===== src/rtl/hit_check_grouped_pkg.sv =====
// Shared sprite-entry field layout, default geometry, FSM encodings and a 9-bit |a-b| helper.
package hit_check_grouped_pkg;

  localparam int unsigned SPR_X_LSB     = 0;
  localparam int unsigned SPR_Y_LSB     = 8;
  localparam int unsigned SPR_VALID_BIT = 31;
  localparam int unsigned SPR_GRP_LSB   = 24;

  localparam int unsigned SPR_W_DEF     = 16;
  localparam int unsigned SPR_H_DEF     = 16;
  localparam int unsigned GROUP_NUM_DEF = 4;

  localparam logic [1:0] ST_IDLE = 2'd0;
  localparam logic [1:0] ST_LOAD = 2'd1;
  localparam logic [1:0] ST_CMP  = 2'd2;
  localparam logic [1:0] ST_DONE = 2'd3;

  // Unsigned 8-bit coordinates, no wrap: the difference is taken in 9 bits.
  function automatic logic [8:0] abs_diff9(input logic [7:0] a, input logic [7:0] b);
    logic [8:0] d;
    d = {1'b0, a} - {1'b0, b};
    return d[8] ? (~d + 9'd1) : d;
  endfunction

endpackage


===== src/rtl/hit_check_grouped_aabb_cmp.sv =====
// Combinational pair test: both valid, groups collide (mask treated as symmetric), boxes overlap.
module hit_aabb_cmp
  import hit_check_grouped_pkg::*;
#(
  parameter int unsigned GROUP_NUM = GROUP_NUM_DEF,
  parameter int unsigned SPR_W     = SPR_W_DEF,
  parameter int unsigned SPR_H     = SPR_H_DEF
) (
  input  logic [31:0]                      entry_a_i,
  input  logic [31:0]                      entry_b_i,
  input  logic [GROUP_NUM*GROUP_NUM-1:0]   mask_i,
  output logic                             hit_o
);

  localparam int unsigned GW = (GROUP_NUM > 1) ? $clog2(GROUP_NUM) : 1;

  logic [GW-1:0]   grp_a;
  logic [GW-1:0]   grp_b;
  logic [2*GW-1:0] bit_ab;
  logic [2*GW-1:0] bit_ba;
  logic [8:0]      dx;
  logic [8:0]      dy;
  logic            grp_ok;
  logic            unused_bits;

  assign grp_a  = entry_a_i[SPR_GRP_LSB +: GW];
  assign grp_b  = entry_b_i[SPR_GRP_LSB +: GW];
  // GROUP_NUM is a power of two, so a*G+b is just the concatenation {a,b}.
  assign bit_ab = {grp_a, grp_b};
  assign bit_ba = {grp_b, grp_a};
  assign grp_ok = mask_i[bit_ab] | mask_i[bit_ba];

  assign dx = abs_diff9(entry_a_i[SPR_X_LSB +: 8], entry_b_i[SPR_X_LSB +: 8]);
  assign dy = abs_diff9(entry_a_i[SPR_Y_LSB +: 8], entry_b_i[SPR_Y_LSB +: 8]);

  assign hit_o = entry_a_i[SPR_VALID_BIT] & entry_b_i[SPR_VALID_BIT] & grp_ok &
                 ({23'd0, dx} < SPR_W) & ({23'd0, dy} < SPR_H);

  assign unused_bits = ^{entry_a_i[30:SPR_GRP_LSB+GW], entry_a_i[23:16],
                         entry_b_i[30:SPR_GRP_LSB+GW], entry_b_i[23:16]};

endmodule


===== src/rtl/hit_check_grouped.sv =====
// Per-frame sprite collision: load all entries from sprite RAM, test every pair once,
// then publish the hit bitmask with a done pulse. Latency 1+(N+1)+N(N-1)/2 cycles; starts while busy are dropped.
module hit_check_grouped
  import hit_check_grouped_pkg::*;
#(
  parameter int unsigned SPRITE_NUM_MAX = 64,
  parameter int unsigned SPR_W          = SPR_W_DEF,
  parameter int unsigned SPR_H          = SPR_H_DEF,
  parameter int unsigned GROUP_NUM      = GROUP_NUM_DEF,
  parameter int unsigned IDX_W          = $clog2(SPRITE_NUM_MAX)
) (
  input  logic                            clk,
  input  logic                            rstn,
  input  logic                            hitCheckStart,
  input  logic [GROUP_NUM*GROUP_NUM-1:0]  groupMask,
  output logic [IDX_W-1:0]                hitCheck_spriteViewRamIndex,
  input  logic [31:0]                     spriteViewRamDataO_hitCheck,
  output logic [SPRITE_NUM_MAX-1:0]       allSpriteHit,
  output logic                            hitCheckBusy,
  output logic                            hitCheckDone
);

  localparam logic [IDX_W-1:0] IDX_LAST = IDX_W'(SPRITE_NUM_MAX - 1);
  localparam logic [IDX_W-1:0] IDX_PEN  = IDX_W'(SPRITE_NUM_MAX - 2);
  localparam logic [IDX_W:0]   CNT_END  = (IDX_W+1)'(SPRITE_NUM_MAX);

  logic [1:0]                     state_q,  state_d;
  logic [IDX_W-1:0]               idx_q,    idx_d;
  logic [IDX_W:0]                 cnt_q,    cnt_d;
  logic [IDX_W-1:0]               i_q,      i_d;
  logic [IDX_W-1:0]               j_q,      j_d;
  logic [GROUP_NUM*GROUP_NUM-1:0] mask_q,   mask_d;
  logic [SPRITE_NUM_MAX-1:0]      work_q,   work_d;
  logic [SPRITE_NUM_MAX-1:0]      hit_q,    hit_d;
  logic                           done_q,   done_d;
  logic [31:0]                    spr_buf_q [SPRITE_NUM_MAX];
  logic [IDX_W-1:0]               wr_idx;
  logic                           pair_hit;

  hit_aabb_cmp #(
    .GROUP_NUM (GROUP_NUM),
    .SPR_W     (SPR_W),
    .SPR_H     (SPR_H)
  ) u_cmp (
    .entry_a_i (spr_buf_q[i_q]),
    .entry_b_i (spr_buf_q[j_q]),
    .mask_i    (mask_q),
    .hit_o     (pair_hit)
  );

  always_comb begin
    state_d = state_q;
    idx_d   = idx_q;
    cnt_d   = cnt_q;
    i_d     = i_q;
    j_d     = j_q;
    mask_d  = mask_q;
    work_d  = work_q;
    hit_d   = hit_q;
    done_d  = 1'b0;
    case (state_q)
      ST_IDLE: begin
        if (hitCheckStart) begin
          mask_d  = groupMask;
          work_d  = '0;
          idx_d   = '0;
          cnt_d   = '0;
          state_d = ST_LOAD;
        end
      end
      ST_LOAD: begin
        // RAM data lags the index by one cycle, so the final cycle only drains.
        if (idx_q != IDX_LAST) idx_d = idx_q + IDX_W'(1);
        cnt_d = cnt_q + (IDX_W+1)'(1);
        if (cnt_q == CNT_END) begin
          i_d     = '0;
          j_d     = IDX_W'(1);
          state_d = ST_CMP;
        end
      end
      ST_CMP: begin
        if (pair_hit) begin
          work_d[i_q] = 1'b1;
          work_d[j_q] = 1'b1;
        end
        if (j_q == IDX_LAST) begin
          if (i_q == IDX_PEN) begin
            state_d = ST_DONE;
          end else begin
            i_d = i_q + IDX_W'(1);
            j_d = i_q + IDX_W'(2);
          end
        end else begin
          j_d = j_q + IDX_W'(1);
        end
      end
      default: begin
        hit_d   = work_q;
        done_d  = 1'b1;
        state_d = ST_IDLE;
      end
    endcase
  end

  always_ff @(posedge clk) begin
    if (!rstn) begin
      state_q <= ST_IDLE;
      idx_q   <= '0;
      cnt_q   <= '0;
      i_q     <= '0;
      j_q     <= '0;
      mask_q  <= '0;
      work_q  <= '0;
      hit_q   <= '0;
      done_q  <= 1'b0;
    end else begin
      state_q <= state_d;
      idx_q   <= idx_d;
      cnt_q   <= cnt_d;
      i_q     <= i_d;
      j_q     <= j_d;
      mask_q  <= mask_d;
      work_q  <= work_d;
      hit_q   <= hit_d;
      done_q  <= done_d;
    end
  end

  assign wr_idx = IDX_W'(cnt_q - (IDX_W+1)'(1));

  always_ff @(posedge clk) begin
    if (state_q == ST_LOAD && cnt_q != '0) spr_buf_q[wr_idx] <= spriteViewRamDataO_hitCheck;
  end

  assign hitCheck_spriteViewRamIndex = idx_q;
  assign allSpriteHit                = hit_q;
  assign hitCheckBusy                = (state_q != ST_IDLE);
  assign hitCheckDone                = done_q;

endmodule


===== config.mk =====
export PLATFORM = sky130hd
export DESIGN_NAME = hit_check_grouped
export DESIGN_NICKNAME = d
export VERILOG_FILES = /design/src/rtl/hit_check_grouped_pkg.sv /design/src/rtl/hit_check_grouped_aabb_cmp.sv /design/src/rtl/hit_check_grouped.sv
export SDC_FILE = /design/constraint.sdc
export NUM_CORES = 2
export LEC_CHECK = 0
export CAP_MARGIN = 20
export CORE_MARGIN = 4
export CORE_UTILIZATION = 40
export CTS_BUF_LIST = sky130_fd_sc_hd__clkbuf_4
export DETAILED_ROUTE_END_ITERATION = 7
export PLACE_DENSITY = 0.59
export SYNTH_ARGS = -nofsm -noshare
export SYNTH_HDL_FRONTEND = slang
export SYNTH_SLANG_ARGS = --single-unit

===== constraint.sdc =====
create_clock -name clk -period 6.8 [get_ports clk]
set_input_delay 1.7 -clock clk [delete_from_list [all_inputs] [get_ports clk]]
set_output_delay 1.7 -clock clk [all_outputs]
set_load 0.02 [all_outputs]

Word level (Yosys, flattened, before mapping)
Memory sizes are Yosys's and may differ from the RTL's. A register that Yosys moved wholly into a read port is not among the register bits.
Index checks and enable logic that the tools add are counted.
W data, S select, Z words.
{ "totals": {"reg_bits": 172, "ramBits": 2048, "inputBits": 51, "out_inout_bits": 72, "elab_cells": 106, "n_memories": 1} }
{ "op_classes": {"addsub": 10, "n_lt_le_gt_ge": 8, "n_eq_ne": 14, "muxes": 38, "bitwise": 9, "n_reduce_logical": 17} }
{ "memory_table": {"columns": ["name", "depth", "word_bits", "read_ports", "rd_clocked_by_memory_dff", "wr", "line_no", "text"], "rows": [
  ["spr_buf_q", 64, 32, 2, 2, 1, "hit_check_grouped.sv:36", "logic [31:0] spr_buf_q [SPRITE_NUM_MAX];"]
]} }
{ "op_table": {"columns": ["operator", "count"], "rows": [
  ["$mux W64", 2],
  ["$or A64 B64 Y64", 2],
  ["$pmux W64 S2", 1],
  ["$mux W6", 12],
  ["$pmux W6 S2", 3],
  ["$add A6 B1 Y6 const B", 3],
  ["$add A9 B1 Y9 const B", 2],
  ["$lt A9 B5 Y1 const B", 2],
  ["$mux W9", 2],
  ["$not A9 Y9", 2],
  ["$sub A8 B8 Y9", 2],
  ["$lt A6 B7 Y1 const B", 2],
  ["$ne A2 B2 Y1 const B", 7],
  ["$pmux W7 S2", 1],
  ["$demux W1 S6", 2],
  ["$eq A6 B6 Y1 const B", 2],
  ["$ge A6 B1 Y1 const B", 2],
  ["$lt A4 B5 Y1 const B", 2],
  ["$reduce_and A3 Y1", 3],
  ["$bmux W1 S4", 2],
  ["$mux W2", 4],
  ["$reduce_and A4 Y1", 2],
  ["$reduce_bool A2 Y1", 4],
  ["$add A7 B1 Y7 const B", 1],
  ["17 further kinds", 29]
]} }

Depth between registers and ports, before layout
{ "logic_depth": {"depth_word": 9, "ltp_mapped": 23, "ltp_nobuf": 16} }

Modules after synthesis
Synthesis repeated with hierarchy kept, for this count alone.
{ "hier_totals": {"cells_unflattened": 5611, "hier_area_um2": 102555.9} }
{ "by_module_without_submodules": {"columns": ["mod", "n_inst", "cells_per_inst", "area_per_inst_um2", "seq_area_each_um2"], "rows": [
  ["hit_check_grouped", 1, 5464, 101447.3, 65182.5],
  ["hit_aabb_cmp", 1, 147, 1108.6, 0.0]
]} }

Least setup slack after synthesis
Ideal clock, no wire load.
{ "synth_path": {"path_kind": "reg2reg", "from": "register with a tool-made name", "to": "register work_q[10]", "setup_ns": 0.084, "arrival_time_ns": 5.804, "required_ns": 6.716, "path_slack_ns": 0.912, "stages_incl_launch_ff": 24, "n_path_buf": 7, "period_less_slack_ns": 5.888, "path_cell_list": "dfxtp_1 > buf_6 > buf_8 > buf_4 > buf_4 > clkbuf_1 > buf_2 > mux4_2 > mux4_2 > mux4_2 > inv_1 > ha_1 > inv_1 > fa_1 > a211oi_1 > nor2_1 > xnor2_1 > o311a_1 > mux2i_1 > or3_1 > nor4_1 > a32oi_4 > buf_6 > o31ai_2"} }
{ "synth_rtl": {"columns": ["element", "line_no", "text"], "rows": [
  ["to (signal assigned)", "hit_check_grouped.sv:123", "work_q <= work_d;"],
  ["to (decl)", "hit_check_grouped.sv:33", "logic [SPRITE_NUM_MAX-1:0] work_q, work_d;"]
]} }

==> impl_metrics.json <==
{
  "outcome": "finished with violations",
  "violations": "DRC",
  "cp.arrival_ns": 7.36,
  "hold_class": "flip-flop to flip-flop",
  "die_h_um": 412,
  "ys_async_sr_fraction_pct": 0,
  "rr_worst_depth": 18,
  "yosys_warnings": 0,
  "cp_data_required_time_ns": 7.95,
  "portBuffers": 109,
  "synth_nets": 3517,
  "fmax_ghz": 0.161,
  "cts_buffers": 386,
  "dp.cells": 5606,
  "syn_inst": 3433,
  "drt-total-wl_um": 195000,
  "clock_skew_ns": 0.109,
  "gp_congestion": 0.834,
  "ant_nets": 0,
  "crit_buf_inv": 5,
  "fin_crit_ns": 6.21,
  "grt_max_degree": 86,
  "clk_path_buf_depth": 4,
  "ys.flop_type": "edfxtp_1",
  "hold_path_end": "work_q[26]$_SDFFE_PN0P_",
  "first_global_vias": 38521,
  "synth_edf_count": 1216,
  "dieArea_um2": 169000,
  "via_per_inst": 6.07,
  "cts_root_buf": "clkbuf_4",
  "dpl.hpwl_um": 118000,
  "area_growth_pct": 14.5,
  "vias": 38226,
  "syn-cell-area_um2": 65200,
  "crit_path_frequent_cell": "buf_12",
  "die_w_um": 412,
  "power_leakage_nw": 22.5,
  "final_max_slew_viol_count": 0,
  "fin_ws_ns": 0.586,
  "r2r_setup_slack_ns": 0.59,
  "synth_cell_types": 76,
  "synth_top_cell_area_share_pct": 56.0,
  "cpPeakStageDelay_ns": 0.69,
  "path_class": "flip-flop to flip-flop",
  "regToRegEndpoint": "work_q[48]$_SDFFE_PN0P_",
  "drc": 2,
  "relSlewSlack_pct": 16.6,
  "rows": 147,
  "cp-start-kind": "flip-flop",
  "post-route-util_pct": 46.3,
  "cts_max_level": 5,
  "core_area_um2": 161000,
  "setup_viol": 0,
  "layout_commonest_cell": "edfxtp_1",
  "postCtsHoldBufs": 0,
  "crit_slowest_cell": "dfxtp_4",
  "worstHoldPathCells": 2,
  "crit_family": "multiplexers",
  "crit_path_end_kind": "flip-flop",
  "worstPathMaxFanout": 23,
  "worstHoldStart": "work_q[26]$_SDFFE_PN0P_",
  "tns_ns": 0,
  "grt_overflow": 0,
  "cts_setup_buffers": 0,
  "fillCellCount": 13831,
  "final_nets": 3931,
  "cts_num_sinks": 1400,
  "firstDrtPassIters": 8,
  "worst_slew_pin_slew_ns": 1.25,
  "mostFrequentLayoutCells": "1216 x edfxtp_1, 759 x mux4_2, 537 x clkbuf_4, 212 x nand2_1, 175 x dfxtp_1",
  "grt_pass1_wl_um": 279000,
  "io_pins": 123,
  "clock_latency_ns": 1.30,
  "cts.clk_slew.worst_paths_ns": 0.06,
  "power_density_nw_per_um2": 254,
  "crit_path_cell_trace": "buf_12 -> buf_12 -> mux4_2 -> mux4_2 -> mux4_2 -> ha_1 -> nor2b_1 -> o31a_1 -> o31a_1 -> nor4_1 -> mux2i_1 -> buf_4 -> or3_1 -> nor4_1 -> a32oi_4 -> buf_12 -> buf_12 -> o31ai_2",
  "dp_slack_ns": 0.617,
  "first_iter_violations": 4695,
  "hold_viol": 0,
  "groute.usage.overall_pct": 23.0,
  "wl_per_cell_um": 31.0,
  "ir_worst_vdd_mv": 0.170,
  "synth.area.top_cells": "edfxtp_1 56%, mux4_2 26%, dfxtp_1 5.7%",
  "max-cap-violations": 0,
  "rsz0062_at_grt": "false",
  "drive_gt1_share_pct": 40.9,
  "synth_area_leader_cell": "edfxtp_1",
  "initial_utilization_pct": 40.4,
  "final.period_utilization_pct": 91.4,
  "cts_resized": 0,
  "ys_seq_elements": 1400,
  "final_cells": 6295,
  "yosysSeqAreaShare_pct": 61.7,
  "grt_antenna_before_repair": 16,
  "cts_tree": "done",
  "avgSynthCellArea_um2": 19.0
}
through the flow:
stage	hold WS [ns]	instance area [um^2]	total power [mW]
after global placement	0.448	69600	11.8
after CTS	0.464	74300	19.2
after detailed placement	0.453	69700	11.8
final	0.461	74600	19.0
after global routing	0.482	74600	19.9
after floorplan	0.425	65200	11.1
cell usage after synthesis, drive strengths merged, types with 11 or more instances:
cell    number
mux4       761
ha          31
o31ai       65
nand3       26
clkbuf     149
xnor2       11
edfxtp    1216
a22oi       30
nor2       111
buf        111
o21ai       21
nor3        11
dfxtp      184
nand2      212
nor2b       80
mux2i       84
a21oi       36
inv         39
xor2        16
o22ai       68
a21boi      21
metal layers:
metal / vias up / routed length (um) / global-route usage (%)
met1: 20239 / 79600 / 32.6
met5: - / 13 / 0
met4: 2 / 5290 / 7.11
met2: 1988 / 91000 / 35.2
li1: 15622 / - / -
met3: 375 / 19400 / 5.87
worst register-to-register path: cells and delay by family, from the launching register on:
family,cells,cell delay (ns)
mux,4,1.84
simple gates,4,1.24
buf+inv,5,1.16
compound gates,4,0.89
flops,1,0.69
fa+ha+maj,1,0.28
worst max-delay path by stage:
| stage | startpoint | endpoint | slack, ns | cells after the start |
|---|---|---|---|---|
| floorplan | flip-flop | work_q[10]$_SDFFE_PN0P_ | 0.91 | 23 |
| global placement | flip-flop | work_q[50]$_SDFFE_PN0P_ | 0.64 | 18 |
| global route | flip-flop | work_q[48]$_SDFFE_PN0P_ | 0.27 | 18 |
| CTS | flip-flop | work_q[55]$_SDFFE_PN0P_ | 0.63 | 18 |
| finish | flip-flop | work_q[48]$_SDFFE_PN0P_ | 0.59 | 18 |
| detailed placement | flip-flop | work_q[37]$_SDFFE_PN0P_ | 0.62 | 18 |
final cells by class:
cell class                 count  area (um^2)  share of cell area [%]
antenna                       12         30.0                  0.0402
clock buffer                 537         4030                    5.40
clock inverter               127          609                   0.816
inverter                      40          155                   0.208
multi-input combinational   1733        24000                    32.1
sequential                  1400        40200                    53.9
tap                         2160         2700                    3.62
timing repair buffer         286         2930                    3.92
logic make-up (layout without fill, tap and decap cells):
family,count (synthesis),in the layout,share of synthesized area [%]
other,0,12,0
DFF,1400,1400,61.7
muxes,854,854,27.8
AOI/OAI and AO/OA,307,307,3.74
xor gates and xnor gates,27,27,0.363
adders and majority gates,33,33,0.657
and+or+nand+nor,512,512,3.69
buffers and inverters,300,990,2.12
sequential cells by signal, indices dropped and copies added (netlist names), named ones only:
register,flops
mask_q,16
j_q,6
allSpriteHit,64
hitCheckDone,1
spr_buf_q,1216
hitCheck_spriteViewRamIndex,6
cnt_q,7
i_q,6
work_q,64
state_q,2
where the power goes:
part           internal (mW)  switching, mW  total, mW
registers               9.36         0.0495       9.41
clock network           3.79           3.58       7.37
logic                   1.00           1.21       2.21
total                   14.1           4.84       19.0
Power figures use the tool's default switching activity.
